`config.mk`:
```
export PLATFORM = sky130hd
export DESIGN_NAME = sort_gather_unit
export DESIGN_NICKNAME = d
export VERILOG_FILES = /design/src/rtl/sort_gather_pkg.sv /design/src/rtl/sort_gather_unit.sv
export SDC_FILE = /design/constraint.sdc
export NUM_CORES = 1
export LEC_CHECK = 0
export CORE_MARGIN = 2
export CORE_UTILIZATION = 40
export CTS_CLUSTER_SIZE = 14
export DETAILED_ROUTE_END_ITERATION = 10
export GPL_TIMING_DRIVEN = 0
export PLACE_DENSITY = 0.66
export REMOVE_ABC_BUFFERS = 1
export SLEW_MARGIN = 25
export SYNTH_ARGS = -nofsm -noshare
export SYNTH_HDL_FRONTEND = slang
export SYNTH_SLANG_ARGS = --single-unit
```
`constraint.sdc`:
```
create_clock -name clk -period 2.81 [get_ports clk]
set_clock_uncertainty 0.1 [all_clocks]
set_input_delay 0.281 -clock clk [delete_from_list [all_inputs] [get_ports clk]]
set_output_delay 0.281 -clock clk [all_outputs]
set_load 0.05 [all_outputs]
```
`src/rtl/sort_gather_pkg.sv`:
```
// Shared constants and helpers for the four-element gatherer that feeds the sorter.
package sort_gather_pkg;

    localparam int GATHER_NELMS        = 4;
    localparam int GATHER_IDX_NBITS    = 2;
    localparam int GATHER_NVALID_NBITS = 3;
    localparam int GATHER_PAD_MAX_NBITS = 64;

    // Pad elements are all-ones so they always sort to the high end of the bundle.
    function automatic logic [GATHER_PAD_MAX_NBITS-1:0] pad_value(input int nbits);
        logic [GATHER_PAD_MAX_NBITS-1:0] r;
        r = '0;
        for (int i = 0; i < GATHER_PAD_MAX_NBITS; i++) begin
            r[i] = (i < nbits);
        end
        return r;
    endfunction

endpackage

```
`src/rtl/sort_gather_unit.sv`:
```
// Packs four serially accepted elements into one registered bundle for the sorter.
// Optional early completion with all-ones padding is compiled in by SORT_GATHER_PAD_EN.
module sort_gather_unit
    import sort_gather_pkg::*;
#(
    parameter int p_nbits = 1
) (
    input  logic                           clk,
    input  logic                           reset,
    input  logic                           in_val,
    output logic                           in_rdy,
    input  logic [p_nbits-1:0]             in_msg,
    input  logic                           in_last,
    output logic                           out_val,
    output logic [p_nbits-1:0]             out0,
    output logic [p_nbits-1:0]             out1,
    output logic [p_nbits-1:0]             out2,
    output logic [p_nbits-1:0]             out3,
    output logic [GATHER_NVALID_NBITS-1:0] out_nvalid
);

    localparam logic [GATHER_IDX_NBITS-1:0] IDX_LAST = GATHER_IDX_NBITS'(GATHER_NELMS - 1);

    logic [GATHER_IDX_NBITS-1:0] idx;
    logic [p_nbits-1:0]          slot        [GATHER_NELMS];
    logic [p_nbits-1:0]          next_bundle [GATHER_NELMS];
    logic [p_nbits-1:0]          pad;
    logic                        accept;
    logic                        complete;

    assign in_rdy = ~reset;
    assign accept = in_val & in_rdy;
    assign pad    = p_nbits'(pad_value(p_nbits));

`ifdef SORT_GATHER_PAD_EN
    assign complete = accept & ((idx == IDX_LAST) | in_last);
`else
    logic unused_in_last;
    assign unused_in_last = in_last;
    assign complete = accept & (idx == IDX_LAST);
`endif

    // Earlier slots, then the element arriving now, then padding for anything past it.
    always_comb begin
        for (int j = 0; j < GATHER_NELMS; j++) begin
            next_bundle[j] = pad;
            if (GATHER_IDX_NBITS'(j) < idx) begin
                next_bundle[j] = slot[j];
            end else if (GATHER_IDX_NBITS'(j) == idx) begin
                next_bundle[j] = in_msg;
            end
        end
    end

    always_ff @(posedge clk or posedge reset) begin
        if (reset) begin
            idx        <= '0;
            out_val    <= 1'b0;
            out0       <= '0;
            out1       <= '0;
            out2       <= '0;
            out3       <= '0;
            out_nvalid <= '0;
            for (int j = 0; j < GATHER_NELMS; j++) begin
                slot[j] <= '0;
            end
        end else begin
            out_val <= complete;
            if (accept) begin
                slot[idx] <= in_msg;
                if (complete) begin
                    idx        <= '0;
                    out0       <= next_bundle[0];
                    out1       <= next_bundle[1];
                    out2       <= next_bundle[2];
                    out3       <= next_bundle[3];
                    out_nvalid <= GATHER_NVALID_NBITS'(idx) + GATHER_NVALID_NBITS'(1);
                end else begin
                    idx <= idx + GATHER_IDX_NBITS'(1);
                end
            end
        end
    end

`ifndef SYNTHESIS
    function automatic string line_trace();
        return $sformatf("%s%h idx=%0d | %s%h %h %h %h n=%0d",
                         accept ? "+" : " ", in_msg, idx,
                         out_val ? "*" : " ", out0, out1, out2, out3, out_nvalid);
    endfunction
`endif

endmodule
```
==> impl_metrics.json <==
{
  "cts.sinks": 13,
  "synthCells": 51,
  "grt_pass1_wl_mm": 1.54,
  "cts_tree": "done",
  "overflow": 0,
  "synth.largest_area_cell": "dfrtp_1",
  "post-route-period-util_pct": 87.0,
  "drive_above_1_share_pct": 12.1,
  "crit_arrival_ps": 2060,
  "dp_hpwl_um": 645,
  "hold_buffers": 0,
  "synth_cell_types": 16,
  "antennaDiodeCount": 0,
  "rr_startpoint": "idx[0]$_DFFE_PP0P_",
  "power.leakage_uw": 0.000375,
  "ff2ff_path_depth": 3,
  "vias": 372,
  "dr.first_iter.drc_count": 0,
  "ant_nets": 0,
  "synth_area_per_cell_um2": 12.1,
  "synth_top_area_share_pct": 52.6,
  "die_y_um": 43.3,
  "maxCapViolCount": 0,
  "antenna_found_initial": 0,
  "ir_drop_v": 0.000704,
  "ys.flop_type": "dfrtp_1",
  "grt_pass1_vias": 364,
  "synth_compound_gate_area_share_pct": 4.45,
  "muxShareOfSynthArea_pct": 14.2,
  "drv_slew": 0,
  "place_inst": 78,
  "grt_max_degree": 15,
  "area_growth_pct": 26.1,
  "yosys.area_share.simple_pct": 15.4,
  "root_buffer": "clkbuf_4",
  "yosysSeqAreaShare_pct": 52.6,
  "critPathLaunchType": "primary input",
  "hp-class": "in2async",
  "cts_resized": 0,
  "cts_max_level": 1,
  "final_cells": 82,
  "slowest_delay_ps": 900,
  "cts_made_buffers": 3,
  "clk_pin_slew_worst_paths_ps": 70,
  "fp.coreArea_mm2": 0.00147,
  "regToRegSetupSlack_ps": 1350,
  "die_area_mm2": 0.00188,
  "setup_tns_ps": 0,
  "crit_chain": "clkdlybuf4s50_1 -> inv_1 -> clkdlybuf4s50_1",
  "track_usage_pct": 11.2,
  "gp_congestion": 0.741,
  "synthTopCellsByCount": "dfrtp_1, nand2_1, ha_1",
  "r2r-end": "out3$_DFFE_PP0P_",
  "path_max_fanout": 14,
  "viasPerCell": 4.54,
  "layout_min_cycle_time_ps": 2440,
  "cp_common_cell": "clkdlybuf4s50_1",
  "rsz0062_at_grt": "no",
  "start_util_pct": 42.0,
  "rows": 14,
  "ys_ff_latch": 13,
  "route.detailed.drc": 0,
  "io_buffer_count": 12,
  "finalHoldViolations": 0,
  "worstSetupEndpointType": "primary output",
  "startpoint": "reset",
  "drtPass1Iterations": 1,
  "tightest_slew_ps": 500,
  "synthAdderAreaFrac_pct": 10.1,
  "crit_slowest_cell": "clkdlybuf4s50_1",
  "synth_area_um2": 618,
  "p_per_area_mw_per_mm2": 1140,
  "async_reset_ff_share_pct": 100,
  "path_class": "in2out",
  "synth_top_family_by_area": "simple AND/OR/NAND/NOR gates",
  "clk_latency_ps": 270,
  "wl_um": 870,
  "required_ps": 2430,
  "fmax_ghz": 0.409,
  "synth-edff-count": 0,
  "synthTopCellsByArea": "dfrtp_1, ha_1, mux2_1, mux2_2, nand2_1",
  "setup_viol": 0,
  "yosysMostFrequentCell": "dfrtp_1",
  "slew-limit-headroom_pct": 66.6,
  "nets": 77,
  "wl_per_cell_um": 10.6,
  "synthXorXnorAreaFrac_pct": 0,
  "num_io_pins": 14,
  "clock_path_buffers": 2,
  "outcome": "finished, final reports clean",
  "synth_warnings": 0,
  "cts_setup_buffers": 0,
  "die_x_um": 43.3
}
[sequential cells by signal, indices dropped and copies added, names as in the netlist]
register / count
idx: 2
out0: 1
out1: 1
out2: 1
out3: 1
out_nvalid: 3
out_val: 1
slot: 3
[how the worst max path moves through the flow]
stage                             endpoint  slack (ps)  depth (start not counted)
after floorplan           out3$_DFFE_PP0P_        1450                          3
after CTS                           in_rdy         320                          3
final                               in_rdy         370                          3
after global placement              in_rdy         320                          3
after global routing                in_rdy         190                          3
after detailed placement            in_rdy         320                          3
[layer usage]
metal,track usage [%],vias to the layer above,routed length (µm)
met4,1.82,0,0
met1,14.9,165,423
li1,-,196,-
met5,0,-,0
met3,5.11,0,49
met2,17.0,11,397
[layout by cell type (no fill, tap or decap), drive strengths merged]
cell / Yosys / routed
clkdlybuf4s50: 0 / 12
mux2: 6 / 6
nor2: 2 / 2
ha: 5 / 5
dfrtp: 13 / 13
nand2: 7 / 7
clkbuf: 0 / 4
nor2b: 1 / 1
inv: 4 / 4
nand3b: 2 / 2
o21ai: 4 / 4
mux2i: 2 / 2
nand2b: 2 / 2
o31ai: 1 / 1
nor3b: 1 / 1
[where the power goes]
| part | internal (µW) | switching (µW) |
|---|---|---|
| Combinational | 176 | 278 |
| Clock | 54.9 | 54.5 |
| Sequential | 271 | 52.6 |
[logic make-up (layout without fill, tap and decap cells)]
group	after synthesis	after routing
compound gates	5	5
fa+ha+maj	5	5
buf+inv	5	20
flops	13	13
mux	8	8
simple gates	15	15
[layout make-up]
| class | count | area (µm²) |
|---|---|---|
| Tap cell | 16 | 20.0 |
| Timing Repair Buffer | 12 | 120 |
| Inverter | 4 | 15.0 |
| Clock buffer | 4 | 26.3 |
| Sequential cell | 13 | 325 |
| Multi-Input combinational cell | 33 | 273 |
| Fill cell | 152 | 692 |
[stage by stage]
step	power (µW)	setup WS, ps	area [µm²]	hold WS [ps]	utilization, %
finish	887	366	779	342	53.0
CTS	899	317	779	355	53.0
floorplan	649	1450	613	231	-
global placement	779	319	753	349	51.2
detailed placement	786	317	753	356	51.2
global route	949	189	779	403	53.0
[worst max-delay path: cells and delay by family]
kind / cells / cell delay, ps
buf+inv: 3 / 1780
Power figures use the tool's default switching activity.
